<file path="config.mk">
export PLATFORM = sky130hd
export DESIGN_NAME = data_memory
export DESIGN_NICKNAME = d
export VERILOG_FILES = /design/src/rtl/data_memory_pkg.sv /design/src/rtl/data_memory.sv
export SDC_FILE = /design/constraint.sdc
export NUM_CORES = 2
export LEC_CHECK = 0
export ABC_AREA = 1
export CORE_ASPECT_RATIO = 0.8
export CORE_UTILIZATION = 33
export CTS_BUF_LIST = sky130_fd_sc_hd__clkbuf_8
export CTS_CLUSTER_SIZE = 40
export DETAILED_ROUTE_END_ITERATION = 12
export SYNTH_ARGS = -nofsm -noshare
export SYNTH_HDL_FRONTEND = slang
export SYNTH_SLANG_ARGS = --single-unit
</file>
<file path="constraint.sdc">
create_clock -name clock -period 147.4 [get_ports clock]
set_input_delay 22.11 -clock clock [delete_from_list [all_inputs] [get_ports clock]]
set_output_delay 22.11 -clock clock [all_outputs]
set_load 0.005 [all_outputs]
</file>
<file path="src/rtl/data_memory_pkg.sv">
// -----------------------------------------------------------------------------
// data_memory_pkg
// Shared definitions for the CPU data memory: FSM state encoding and the
// storage geometry.
//   mem_state_t : access FSM states (IDLE, BUSY, DONE)
//   MEM_DEPTH   : number of byte entries in the array
//   DATA_W      : width of one entry / of the data ports
//   ADDR_W      : width of the byte address
// -----------------------------------------------------------------------------
package data_memory_pkg;

  typedef enum logic [1:0] {
    IDLE = 2'd0,
    BUSY = 2'd1,
    DONE = 2'd2
  } mem_state_t;

  localparam int MEM_DEPTH = 256;
  localparam int DATA_W    = 8;
  localparam int ADDR_W    = 8;

endpackage

</file>
<file path="src/rtl/data_memory.sv">
// -----------------------------------------------------------------------------
// data_memory
// Byte-addressed 256 x 8 data memory with a fixed multi-cycle access latency.
// busywait stalls the requester (PC freeze) from the request cycle until the
// access has been committed.
//
// Parameters:
//   LATENCY   : cycles busywait stays high per access, request cycle included
//               (legal range 2..15)
// Ports:
//   clock     in   1  rising-edge clock
//   reset     in   1  asynchronous, active-low reset
//   read      in   1  read request, held until busywait falls
//   write     in   1  write request, held until busywait falls (wins over read)
//   address   in   8  byte address
//   writedata in   8  data to store
//   readdata  out  8  data from the last completed read
//   busywait  out  1  stall indication
// -----------------------------------------------------------------------------
module data_memory
  import data_memory_pkg::*;
#(
  parameter int LATENCY = 5
) (
  input  logic              clock,
  input  logic              reset,
  input  logic              read,
  input  logic              write,
  input  logic [ADDR_W-1:0] address,
  input  logic [DATA_W-1:0] writedata,
  output logic [DATA_W-1:0] readdata,
  output logic              busywait
);

  // Counter value on which the access is committed.
  localparam logic [3:0] LAST_COUNT = 4'(LATENCY - 1);

  logic [1:0]        rst_sync;
  logic              rst_n;
  mem_state_t        state;
  logic [3:0]        count;
  logic [ADDR_W-1:0] addr_q;
  logic [DATA_W-1:0] data_q;
  logic              is_write_q;
  logic              commit;
  logic [DATA_W-1:0] mem [0:MEM_DEPTH-1];

  // Reset synchronizer: assertion is immediate, deassertion is released
  // through two flops so the FSM never leaves reset on an arbitrary phase.
  always_ff @(posedge clock or negedge reset) begin
    if (!reset) begin
      rst_sync <= 2'b00;
    end else begin
      rst_sync <= {rst_sync[0], 1'b1};
    end
  end

  assign rst_n  = rst_sync[1];
  assign commit = (state == BUSY) && (count == LAST_COUNT);

  // Access FSM with request latch. The request is captured on the IDLE edge
  // so that later changes of the inputs during BUSY cannot disturb it. DONE
  // always falls back to IDLE, which keeps a request that is still held
  // during DONE from being launched a second time.
  always_ff @(posedge clock or negedge rst_n) begin
    if (!rst_n) begin
      state      <= IDLE;
      count      <= 4'd0;
      addr_q     <= '0;
      data_q     <= '0;
      is_write_q <= 1'b0;
    end else begin
      case (state)
        IDLE: begin
          if (read || write) begin
            addr_q     <= address;
            data_q     <= writedata;
            is_write_q <= write;
            count      <= 4'd1;
            state      <= BUSY;
          end
        end
        BUSY: begin
          count <= count + 4'd1;
          if (commit) begin
            state <= DONE;
          end
        end
        DONE: begin
          count <= 4'd0;
          state <= IDLE;
        end
        default: begin
          count <= 4'd0;
          state <= IDLE;
        end
      endcase
    end
  end

  // Storage array and read register. Both clear on reset, so a write that
  // was in flight when reset hit is simply lost. readdata only moves on a
  // committed read; writes never touch it.
  always_ff @(posedge clock or negedge rst_n) begin
    if (!rst_n) begin
      for (int i = 0; i < MEM_DEPTH; i++) begin
        mem[i] <= '0;
      end
      readdata <= '0;
    end else if (commit) begin
      if (is_write_q) begin
        mem[addr_q] <= data_q;
      end else begin
        readdata <= mem[addr_q];
      end
    end
  end

  // busywait is decoded combinationally in IDLE so the stall is already
  // visible in the request cycle. It is held low while reset is active.
  always_comb begin
    busywait = 1'b0;
    if (rst_n) begin
      case (state)
        IDLE:    busywait = read | write;
        BUSY:    busywait = 1'b1;
        DONE:    busywait = 1'b0;
        default: busywait = 1'b0;
      endcase
    end
  end

endmodule

</file>
==> flow_metrics.tcl <==
set metrics [dict create \
    status "finished clean" \
    synth_ff_type "dfrtp_1" \
    critPathKind "in -> out" \
    cts.path.max_buffers 4 \
    timing.rr.end "readdata[4]$_DFFE_PN0P_" \
    grt_use_total_pct 20.04 \
    wire_per_inst_um 18.79 \
    reg2reg_depth 15 \
    wl_met1_mm 144.5 \
    post-route-period-util_pct 30.91 \
    fin_skew_ps 74.76 \
    initial_core_util_pct 33.17 \
    route.antenna.remaining_nets 0 \
    chipWidth_um 613.1 \
    yosysWarnings 0 \
    tightestPinTransition_ps 1270 \
    numClockSinks 2081 \
    min_to "rst_sync[1]$_DFF_PN0_" \
    grt_overflow 0 \
    htreeDepth 5 \
    required_ps 125290 \
    core_area_mm2 0.2972 \
    p_int_mw 0.9184 \
    cp_max_fo 3 \
    hp-class "reg -> reg" \
    r2r_slack_ps 142020 \
    hold_viol 0 \
    setup_violations 0 \
    rows 179 \
    post-route-min-period_ps 45560 \
    fin_tns_setup_ps 0 \
    synth_edf_count 0 \
    area_delta_synth_final_pct 8.466 \
    cts_tree "built" \
    yosys.cell_types.count 33 \
    dpl.hpwl_mm 169.4 \
    nets 11990 \
    cts_hold_buf 0 \
    cpMostUsedCell "nor2_1" \
    max-vdd-ir-drop_mv 0.01847 \
    worstHoldPathCells 0 \
    top_layer "met5" \
    antenna_found_initial 7 \
    seqPwrFrac_pct 39.1 \
    wl_met3_mm 22.44 \
    drt_wl_total_mm 304.7 \
    clkTransAtPathRegs_ps 40 \
    grt_max_degree 168 \
    rsz0062_at_grt "no" \
    synth-seq-cells 2081 \
    r2r_start "addr_q[1]$_DFFE_PN0P_" \
    dp.cells 15590 \
    vias 80510 \
    avgSynthCellArea_um2 7.975 \
    design.die.area_mm2 0.3009 \
    path_delay_family "buffers and inverters" \
    via_per_inst 4.966 \
    synth-async-reset-ratio_pct 100.0 \
    p_comb_share_pct 26.8 \
    syn_area_mm2 0.09858 \
    cp_cell_sequence "clkdlybuf4s50_1, nor2_1, inv_1, nor2_1, nor2_1, clkdlybuf4s50_1" \
    clockRootBuffer "clkbuf_8" \
    first_pass_iters 5 \
    slew_viol_final 0 \
    worstSkewPairLatency_ps 1000 \
    gp_congestion 0.8134 \
    grt_first_pass_wirelength_mm 472.7 \
    clkPwrFrac_pct 34.1 \
    worstPathArrival_ps 23450 \
    drc 0 \
    p_switching_mw 0.6321 \
    max_freq_mhz 21.95 \
    fin_cells 16210 \
    layout-drive-gt1-share_pct 8.783 \
    relSlewSlack_pct 15.00 \
    cts_made_buffers 353 \
    post_cts_buffers 0 \
    syn_nets 12380 \
    startpoint_type "primary input" \
    ioPinCount 29 \
    total_leakage_power_nw 53.75 \
    cp_slowest_cell "clkdlybuf4s50_1" \
    grt_pass1_vias 75850 \
    port_buffers 28 \
    postCtsResizedCells 0 \
    cellPowerDensity_mw_per_mm2 14.50 \
    cap_violations 0 \
    endpoint_kind "output port" \
    wl_met2_mm 129.4 \
    whs_ps 348.8 \
    die_y_um 490.9 \
    switching_share_pct 40.77 \
    drt-initial-drc-count 8137 \
    ys_seq_area_share_pct 52.82 \
    crit_buf_inv 3 \
    hold_start "rst_sync[0]$_DFF_PN0_" \
    synthCells 12360 \
    critPathMaxStageDelay_ps 440 \
]
[cell usage after synthesis, types with 2 or more instances]
cell type  number  area (um2)
nand2_4       160        1802
a21oi_1        67       335.3
ha_1            2       25.02
nand4_1       128       800.8
o21ai_2       200        1752
nand3_1       344        1722
buf_4           8       60.06
buf_2         319        1597
nor2_1        346        1299
o21ai_1      1091        5460
dfrtp_1      2081       52070
buf_12         16       320.3
clkbuf_1      365        1370
nor2_4         14       157.7
nand2_2         3       18.77
buf_6         164        1847
nand2_8         4       80.08
buf_1          26       97.59
mux2_2          2       22.52
or2_2           8       50.05
nor2_2          3       18.77
nor2_8         19       380.4
inv_2          12       45.04
nand2_1      6122       22980
o21ai_0       818        4094
o21a_1          2       15.01
inv_1          31       116.4
[cell type report]
cell class / count / area, um2
Antenna cell: 3 / 7.507
Clock buffer: 467 / 6427
Fill cell: 31260 / 190300
Clock inverter: 149 / 681.9
Sequential cell: 2081 / 52090
Inverter: 44 / 247.7
Multi-Input combinational cell: 9338 / 41080
Tap cell: 3982 / 4982
Timing Repair Buffer: 149 / 1414
[layout by cell type (no fill, tap or decap), types with 2 or more instances in the layout]
| cell | synthesis | layout |
|---|---|---|
| nor2_8 | 19 | 19 |
| nand2_2 | 3 | 6 |
| nor2_1 | 346 | 344 |
| clkbuf_8 | 0 | 467 |
| a21oi_1 | 67 | 67 |
| inv_8 | 0 | 10 |
| inv_1 | 31 | 129 |
| clkdlybuf4s50_1 | 0 | 28 |
| nand2_8 | 4 | 4 |
| buf_4 | 8 | 103 |
| dfrtp_4 | 0 | 3 |
| o21ai_0 | 818 | 818 |
| ha_1 | 2 | 2 |
| buf_12 | 16 | 18 |
| nor2_4 | 14 | 18 |
| o21ai_2 | 200 | 200 |
| clkinv_2 | 0 | 28 |
| inv_2 | 12 | 10 |
| o21a_1 | 2 | 2 |
| or2_2 | 8 | 8 |
| o21ai_1 | 1091 | 1091 |
| diode_2 | 0 | 3 |
| dfrtp_1 | 2081 | 2078 |
| mux2_2 | 2 | 2 |
| inv_6 | 0 | 4 |
| clkinvlp_4 | 0 | 9 |
| nand3_1 | 344 | 344 |
| nand2_4 | 160 | 160 |
| nand2_1 | 6122 | 6119 |
| nand4_1 | 128 | 128 |
[cell families (layout without fill, tap and decap cells)]
| kind of cell | count (synthesis) | after routing | synth area share, % |
|---|---|---|---|
| buf+inv | 942 | 809 | 5.537 |
| compound gates | 2179 | 2179 | 11.83 |
| mux | 2 | 2 | 0.02284 |
| other cells | 1 | 4 | 0.003804 |
| xor+xnor | 2 | 2 | 0.01777 |
| flops | 2081 | 2081 | 52.82 |
| simple gates | 7152 | 7152 | 29.74 |
| fa+ha+maj | 2 | 2 | 0.02538 |
[state kept, by name, summed over array words and instances, names as in the netlist]
register	count
addr_q	8
count	4
data_q	8
is_write_q	1
mem	2048
readdata	8
rst_sync	2
state	2
[power by group through the flow]
stage	Combinational [mW]	Clock (mW)	Sequential, mW
2_1_floorplan	0.242	0	0.618
3_3_place_gp	0.414	0	0.616
3_5_place_dp	0.413	0	0.616
4_1_cts	0.413	0.539	0.606
5_1_grt	0.435	0.564	0.608
6_report	0.416	0.529	0.606
[worst max path at each step]
| stage | end | slack (ps) | startpoint | cells past startpoint |
|---|---|---|---|---|
| global route | busywait | 101720 | write | 6 |
| detailed placement | busywait | 101830 | write | 6 |
| floorplan | busywait | 78570 | rst_sync[1]$_DFF_PN0_ | 2 |
| CTS | busywait | 101830 | write | 6 |
| global placement | busywait | 101780 | write | 6 |
| finish | busywait | 101840 | write | 6 |
[metal layers]
metal | vias to the layer above | global-route usage [%]
met3 | 472 | 3.586
met1 | 38720 | 29.68
met4 | 2 | 5.633
met5 | - | 0
met2 | 2537 | 29.77
li1 | 38780 | -
[stage by stage]
| step | setup slack (ps) | power, mW | util [%] | instance area (um2) |
|---|---|---|---|---|
| after floorplan | 78570 | 0.8599 | - | 98580 |
| after global placement | 101780 | 1.029 | 33.58 | 99810 |
| after detailed placement | 101830 | 1.029 | 33.58 | 99810 |
| after CTS | 101830 | 1.558 | 35.98 | 106900 |
| after global routing | 101720 | 1.606 | 35.98 | 106900 |
| final | 101840 | 1.551 | 35.98 | 106900 |
No activity file was read; power rests on OpenSTA's default activity.
